==> src/rtl/fpl_pkg.sv <==
// ============================================================================
// Module   : fpl_pkg
// Purpose  : Shared types and constants for the front-panel image loader.
// Revision : 1.0 - initial release
// ============================================================================
`default_nettype none

package fpl_pkg;

  // Loader sequencing states
  typedef enum logic [3:0] {
    IDLE     = 4'd0,
    FETCH    = 4'd1,
    LOADPC   = 4'd2,
    SETTLE   = 4'd3,
    DEPOSIT  = 4'd4,
    FINAL_PC = 4'd5,
    RUN_SET  = 4'd6,
    RUNNING  = 4'd7,
    DONE     = 4'd8
  } fpl_state_t;

  // Which front-panel button a press operation drives
  typedef enum logic {
    BTN_LOADPC  = 1'b0,
    BTN_DEPOSIT = 1'b1
  } fpl_btn_t;

  // Position of the run switch within the switch register
  localparam int RUN_SW_BIT = 12;

  // States that own a button press operation
  function automatic logic is_button_state(input fpl_state_t s);
    return (s == LOADPC) || (s == DEPOSIT) || (s == FINAL_PC);
  endfunction

endpackage

`default_nettype wire

==> src/rtl/fp_button_pulser.sv <==
// ============================================================================
// Module   : fp_button_pulser
// Purpose  : Runs one front-panel press: value switches set on op_start,
//            selected button high for HOLD_CYCLES after a HOLD_CYCLES setup,
//            then low for HOLD_CYCLES; op_done in the final cycle.
// Revision : 1.0 - initial release
// ============================================================================
`default_nettype none

module fp_button_pulser
  import fpl_pkg::*;
#(
  parameter int HOLD_CYCLES = 10
) (
  input  logic        clock,
  input  logic        reset,
  input  logic        op_start,
  input  fpl_btn_t    btn_sel,
  input  logic [11:0] value,
  output logic [11:0] sw_val,
  output logic        load_pc_btn,
  output logic        deposit_btn,
  output logic        op_done
);

  localparam int CW = $clog2(3 * HOLD_CYCLES + 1);
  localparam logic [CW-1:0] C_PRESS_FIRST = CW'(HOLD_CYCLES);
  localparam logic [CW-1:0] C_PRESS_LAST  = CW'(2 * HOLD_CYCLES - 1);
  localparam logic [CW-1:0] C_OP_LAST     = CW'(3 * HOLD_CYCLES - 1);

  logic          r_active;
  logic [CW-1:0] r_cnt;     // cycles elapsed since op_start while active
  fpl_btn_t      r_sel;
  logic [11:0]   r_val;
  logic          w_press;

  // Phase counter and latched press parameters; value persists after the op
  always_ff @(posedge clock or posedge reset) begin
    if (reset) begin
      r_active <= 1'b0;
      r_cnt    <= '0;
      r_sel    <= BTN_LOADPC;
      r_val    <= '0;
    end else if (op_start) begin
      r_active <= 1'b1;
      r_cnt    <= CW'(1);
      r_sel    <= btn_sel;
      r_val    <= value;
    end else if (r_active) begin
      if (r_cnt == C_OP_LAST) begin
        r_active <= 1'b0;
        r_cnt    <= '0;
      end else begin
        r_cnt <= r_cnt + CW'(1);
      end
    end
  end

  // Switches show the new value already in the op_start cycle
  always_comb begin
    w_press     = r_active && (r_cnt >= C_PRESS_FIRST) && (r_cnt <= C_PRESS_LAST);
    sw_val      = op_start ? value : r_val;
    load_pc_btn = w_press && (r_sel == BTN_LOADPC);
    deposit_btn = w_press && (r_sel == BTN_DEPOSIT);
    op_done     = r_active && (r_cnt == C_OP_LAST);
  end

endmodule

`default_nettype wire

==> src/rtl/front_panel_loader.sv <==
// ============================================================================
// Module   : front_panel_loader
// Purpose  : Copies a stream of (address,data) words into PDP-8 memory by
//            driving front-panel switches/buttons, then loads the start PC,
//            sets RUN and reports completion when the CPU halts.
// Options  : FPL_AUTOINC_SKIP_EN - skip Load-PC when the word address equals
//            the auto-incremented PC left by the previous deposit.
// Revision : 1.0 - initial release
// ============================================================================
`default_nettype none

module front_panel_loader
  import fpl_pkg::*;
#(
  parameter int          HOLD_CYCLES   = 10,
  parameter int          SETTLE_CYCLES = 30,
  parameter logic [11:0] START_PC      = 12'o0200
) (
  input  logic        clock,
  input  logic        reset,
  input  logic        start,
  input  logic        word_valid,
  output logic        word_ready,
  input  logic [11:0] word_addr,
  input  logic [11:0] word_data,
  input  logic        word_last,
  input  logic        run_led,
  output logic [12:0] sw,
  output logic        load_pc_btn,
  output logic        deposit_btn,
  output logic        busy,
  output logic        done,
  output logic [12:0] word_count
);

  localparam int SCW = $clog2(SETTLE_CYCLES + 1);
  localparam logic [SCW-1:0] C_SETTLE_LAST = SCW'(SETTLE_CYCLES - 1);
  localparam logic [12:0]    C_COUNT_MAX   = 13'd4096;

  fpl_state_t     r_state;
  fpl_state_t     w_next;
  logic           r_op_start;
  logic [11:0]    r_addr;
  logic [11:0]    r_data;
  logic           r_last;
  logic [SCW-1:0] r_settle;
  logic           r_run_d;
  logic           r_dep_d;
  logic           w_xfer;
  logic           w_skip;
  logic           w_op_done;
  logic           w_run_sw;
  fpl_btn_t       w_btn_sel;
  logic [11:0]    w_value;
  logic [11:0]    w_sw_val;

  assign w_xfer = (r_state == FETCH) && word_valid;

  // State register
  always_ff @(posedge clock or posedge reset) begin
    if (reset) r_state <= IDLE;
    else       r_state <= w_next;
  end

  // Next-state and per-state outputs
  always_comb begin
    w_next     = r_state;
    word_ready = 1'b0;
    busy       = 1'b1;
    done       = 1'b0;
    w_run_sw   = 1'b0;
    w_btn_sel  = BTN_LOADPC;
    w_value    = r_addr;
    case (r_state)
      IDLE: begin
        busy = 1'b0;
        if (start) w_next = FETCH;
      end
      FETCH: begin
        word_ready = 1'b1;
        if (word_valid) w_next = w_skip ? DEPOSIT : LOADPC;
      end
      LOADPC: begin
        if (w_op_done) w_next = SETTLE;
      end
      SETTLE: begin
        if (r_settle == C_SETTLE_LAST) w_next = DEPOSIT;
      end
      DEPOSIT: begin
        w_btn_sel = BTN_DEPOSIT;
        w_value   = r_data;
        if (w_op_done) w_next = r_last ? FINAL_PC : FETCH;
      end
      FINAL_PC: begin
        w_value = START_PC;
        if (w_op_done) w_next = RUN_SET;
      end
      RUN_SET: begin
        w_run_sw = 1'b1;
        if (run_led) w_next = RUNNING;
      end
      RUNNING: begin
        w_run_sw = 1'b1;
        if (r_run_d && !run_led) w_next = DONE;
      end
      DONE: begin
        done   = 1'b1;
        w_next = IDLE;
      end
      default: w_next = IDLE;
    endcase
  end

  // One-cycle press request on entry to any button state
  always_ff @(posedge clock or posedge reset) begin
    if (reset) r_op_start <= 1'b0;
    else       r_op_start <= is_button_state(w_next) && (w_next != r_state);
  end

  // Capture the accepted stream word
  always_ff @(posedge clock or posedge reset) begin
    if (reset) begin
      r_addr <= '0;
      r_data <= '0;
      r_last <= 1'b0;
    end else if (w_xfer) begin
      r_addr <= word_addr;
      r_data <= word_data;
      r_last <= word_last;
    end
  end

  // Idle time between Load-PC and Deposit of a word
  always_ff @(posedge clock or posedge reset) begin
    if (reset)                  r_settle <= '0;
    else if (r_state == SETTLE) r_settle <= r_settle + SCW'(1);
    else                        r_settle <= '0;
  end

  // Registered copies for edge detection of run LED and deposit button
  always_ff @(posedge clock or posedge reset) begin
    if (reset) begin
      r_run_d <= 1'b0;
      r_dep_d <= 1'b0;
    end else begin
      r_run_d <= run_led;
      r_dep_d <= deposit_btn;
    end
  end

  // Deposited-word counter, cleared on start, saturating
  always_ff @(posedge clock or posedge reset) begin
    if (reset) begin
      word_count <= '0;
    end else if ((r_state == IDLE) && start) begin
      word_count <= '0;
    end else if (r_dep_d && !deposit_btn && (word_count != C_COUNT_MAX)) begin
      word_count <= word_count + 13'd1;
    end
  end

`ifdef FPL_AUTOINC_SKIP_EN
  logic [11:0] r_exp_pc;
  logic        r_exp_valid;

  // PC the panel holds after a deposit; forgotten at each start
  always_ff @(posedge clock or posedge reset) begin
    if (reset) begin
      r_exp_pc    <= '0;
      r_exp_valid <= 1'b0;
    end else if ((r_state == IDLE) && start) begin
      r_exp_valid <= 1'b0;
    end else if ((r_state == DEPOSIT) && w_op_done) begin
      r_exp_pc    <= r_addr + 12'd1;
      r_exp_valid <= 1'b1;
    end
  end

  assign w_skip = r_exp_valid && (word_addr == r_exp_pc);
`else
  assign w_skip = 1'b0;
`endif

  fp_button_pulser #(
    .HOLD_CYCLES (HOLD_CYCLES)
  ) u_pulser (
    .clock       (clock),
    .reset       (reset),
    .op_start    (r_op_start),
    .btn_sel     (w_btn_sel),
    .value       (w_value),
    .sw_val      (w_sw_val),
    .load_pc_btn (load_pc_btn),
    .deposit_btn (deposit_btn),
    .op_done     (w_op_done)
  );

  // Run switch lives above the value switches
  always_comb begin
    sw                   = '0;
    sw[RUN_SW_BIT]       = w_run_sw;
    sw[RUN_SW_BIT-1:0]   = w_sw_val;
  end

endmodule

`default_nettype wire

==> config.mk <==
export PLATFORM = sky130hd
export DESIGN_NAME = front_panel_loader
export DESIGN_NICKNAME = d
export VERILOG_FILES = /design/src/rtl/fpl_pkg.sv /design/src/rtl/fp_button_pulser.sv /design/src/rtl/front_panel_loader.sv
export SDC_FILE = /design/constraint.sdc
export NUM_CORES = 1
export LEC_CHECK = 0
export CAP_MARGIN = 30
export CELL_PAD_IN_SITES_DETAIL_PLACEMENT = 0
export CELL_PAD_IN_SITES_GLOBAL_PLACEMENT = 1
export CORE_AREA = 2 2 108 110
export DETAILED_ROUTE_END_ITERATION = 10
export DIE_AREA = 0 0 110 112
export GPL_TIMING_DRIVEN = 0
export HOLD_SLACK_MARGIN = 0.1
export PLACE_DENSITY = 0.66
export SKIP_CTS_REPAIR_TIMING = 1
export SKIP_LAST_GASP = 1
export SYNTH_ARGS = -nofsm -noshare
export SYNTH_HDL_FRONTEND = slang
export SYNTH_SLANG_ARGS = --single-unit
export TNS_END_PERCENT = 30
==> constraint.sdc <==
create_clock -name clock -period 2.8 [get_ports clock]
set_clock_uncertainty 0.05 [all_clocks]
set_input_delay 0.28 -clock clock [delete_from_list [all_inputs] [get_ports clock]]
set_output_delay 0.28 -clock clock [all_outputs]
set_load 0.02 [all_outputs]
==> metrics.txt <==
status finished with violations; violated checks negative setup slack; gp weighted congestion approximately 0.8; clock share of power slightly below 30%; Synth Cell Area 3304 sq um; Async SR Flop Fraction 100.0%; Crit path required time 2470 ps; Comb power frac 33.0%; Peak VDD IR 0.3432 mV; setup violators final 4; Syn Area/Cell 10.49 sq um; Final HPWL DP 5.535 mm; Slew @ Worst Pin 574.7 ps; Nets 426; GR Util All Layers 13.72%; CP startpoint kind flip-flop; CP max-delay cell clkdlybuf4s50_1; MaxCap Viol Count 0; Crit Path Max Fanout 10; Tot Pwr 4.344 mW; first-pass GRT wire length 13.01 mm; prevailing post-synth register cell dfrtp_1; Die Ht around 110 microns; DR DRC count 0; clock root buffer clkbuf_16; vias in the first global route ~2.6k; Vias 2595; register area share after synthesis 52.25%; wire per inst 14.52 microns; Switch Pwr 1.493 mW; pwr/cell area 969.3 nW/um^2; share of layout cells above drive strength 1 9.137%; largest net degree at the start of global routing 56; total congestion overflow 0; RSZ-0062 raised after global routing true; TritonCTS Buffers 9; Initial Util slightly below 30%; initial antenna violation count 0; commonest non-fill, non-tap cells in the layout dfrtp_1 (69), clkdlybuf4s50_1 (56), nand3_1 (35); Setup CP Type flip-flop to primary output; static leakage between 2 and 2.5 nW; latest clock arrival within the worst-skew pair approximately 330 ps; Final Hold Slack 179.2 ps; critical path, cell by cell buf_2, nand2b_1, o21a_1, clkbuf_2, a21oi_1, clkdlybuf4s50_1; Sw Share 34.38%; #FFs+latches synth 69; Final Hold Vio Count 0; Layout Utilization 40.11%; Net Count, Synth 352; CP endpoint kind primary output; internal cell power 2.851 mW; setup tns final -106.4 ps; IO buf count 60; Total Wirelength 7.797 mm; Post-synth EDFFs 0; register share of total power 38.0%; f_max 350.6 MHz; TritonCTS Sinks 69; CP delay by family, top buffers and inverters; commonest non-fill, non-tap cell in the layout dfrtp_1; critical path buffer and inverter count 3; Final ANT Viol Nets 0; Max clock buf depth 2; relative slew slack 61.57%; H-tree Lvls 3; FILL cells 1092; DRT Pass-1 Iters 4; DR iter-0 viols 85; CP max stage delay 650 ps; Tmin final 2852 ps; crit path DAT approximately 2500 ps; diodes inserted 0; Slew Viols, Final 0; CTS tree yes; die width around 110 microns; YS warnings 0; Core Rows 39; Worst-path clk slew 60 ps; drt via density between 4 and 5; worst hold path class input pin to asynchronous set/reset pin; total I/O pin count 61; Final period util 101.9%; Synth-to-Final Area Change 35.63%; Unique masters post-synth 49; area occupied by registers 1727 sq um; area of the multi-input gates 1464 sq um; DIE AREA 12320 sq um; Syn Inst Count 315; Final Worst Setup Slack -51.99 ps; total core area 11170 sq um; Placement Setup Slack -95.43 ps
## metal layers
metal	vias up	part of all wire [%]	global-route usage, %
li1	1241	-	-
met1	1291	45	17.66
met2	53	50	22.17
met3	10	4.0	3.630
met4	0	1.4	4.641
met5	-	0	0
## cells in the mapped netlist, types with 2 or more instances
cell	count	area [sq um]
dfrtp_1	69	1727
nand3_1	35	175.2
nor2_1	27	101.4
mux2_1	25	281.5
nand2_1	24	90.09
inv_1	14	52.55
nand2b_1	14	87.58
xnor2_1	11	96.34
clkbuf_1	9	33.78
o21ai_1	8	40.04
ha_1	7	87.58
a21oi_1	5	25.02
nor3_1	5	25.02
xor2_1	5	43.79
and3_1	4	25.02
nor2b_1	4	25.02
nor4_1	4	25.02
o21ai_0	4	20.02
buf_2	3	15.01
nand4_1	3	18.77
a211o_1	2	17.52
a21o_1	2	15.01
a22oi_1	2	15.01
and2_1	2	12.51
mux2i_1	2	20.02
or4b_1	2	20.02
## cell type report
class / count / area share [%]
plain buffers: 14 / 1.703
clock buffers: 9 / 5.025
clock inverters: 7 / 2.289
inverters: 14 / 1.228
multi-input cells: 218 / 32.66
flip-flops and latches: 69 / 38.53
well taps: 143 / 3.992
repair buffers: 63 / 14.57
## power by group through the flow
stage	clock, mW	sequential [mW]	combinational [mW]
floorplan	0	1.68	0.809
global placement	0	1.65	1.43
detailed placement	0	1.67	1.46
CTS	1.29	1.65	1.47
global route	1.34	1.71	1.59
finish	1.26	1.65	1.43
## kinds of logic (layout without fill, tap and decap cells)
group,count (synthesis),in the layout,share of synthesized area (%)
adder cells (fa/ha/maj),7,7,2.650
flip-flops,69,69,52.25
multiplexers,28,28,9.466
XOR/XNOR,16,16,4.241
buffers and inverters,28,107,3.635
AO/OA/AOI/OAI,35,35,7.308
AND/OR/NAND/NOR,132,132,20.45
## registers in the layout, indices dropped and copies added (netlist names), 4 cells and up
name and flops:
r_addr 12, word_count 13, r_data 12, r_state 4
u_pulser.r_cnt 5, r_settle 5, u_pulser.r_val 12
## per-stage QoR
step,cell area (sq um),std cells
final,4482,537
after global routing,4482,537
after CTS,4442,535
after detailed placement,4114,519
after global placement,4084,518
after floorplan,3304,315
## path summary, 6_finish.rpt
| check | startpoint | endpoint | slack, ps | cells after the start |
|---|---|---|---|---|
| worst min register to register | r_data[7] | r_data[7] | 440 | 1 |
| max in group asynchronous | reset | r_run_d | 1990 | 3 |
| worst max register to register | word_count[0] | word_count[5] | 620 | 8 |
| worst max-delay path | r_state[3] | sw[7] | -50 | 6 |
| worst min-delay path | reset | word_count[12] | 180 | 2 |
| min in group clock | run_led | r_run_d | 420 | 1 |
Power figures use the tool's default switching activity.
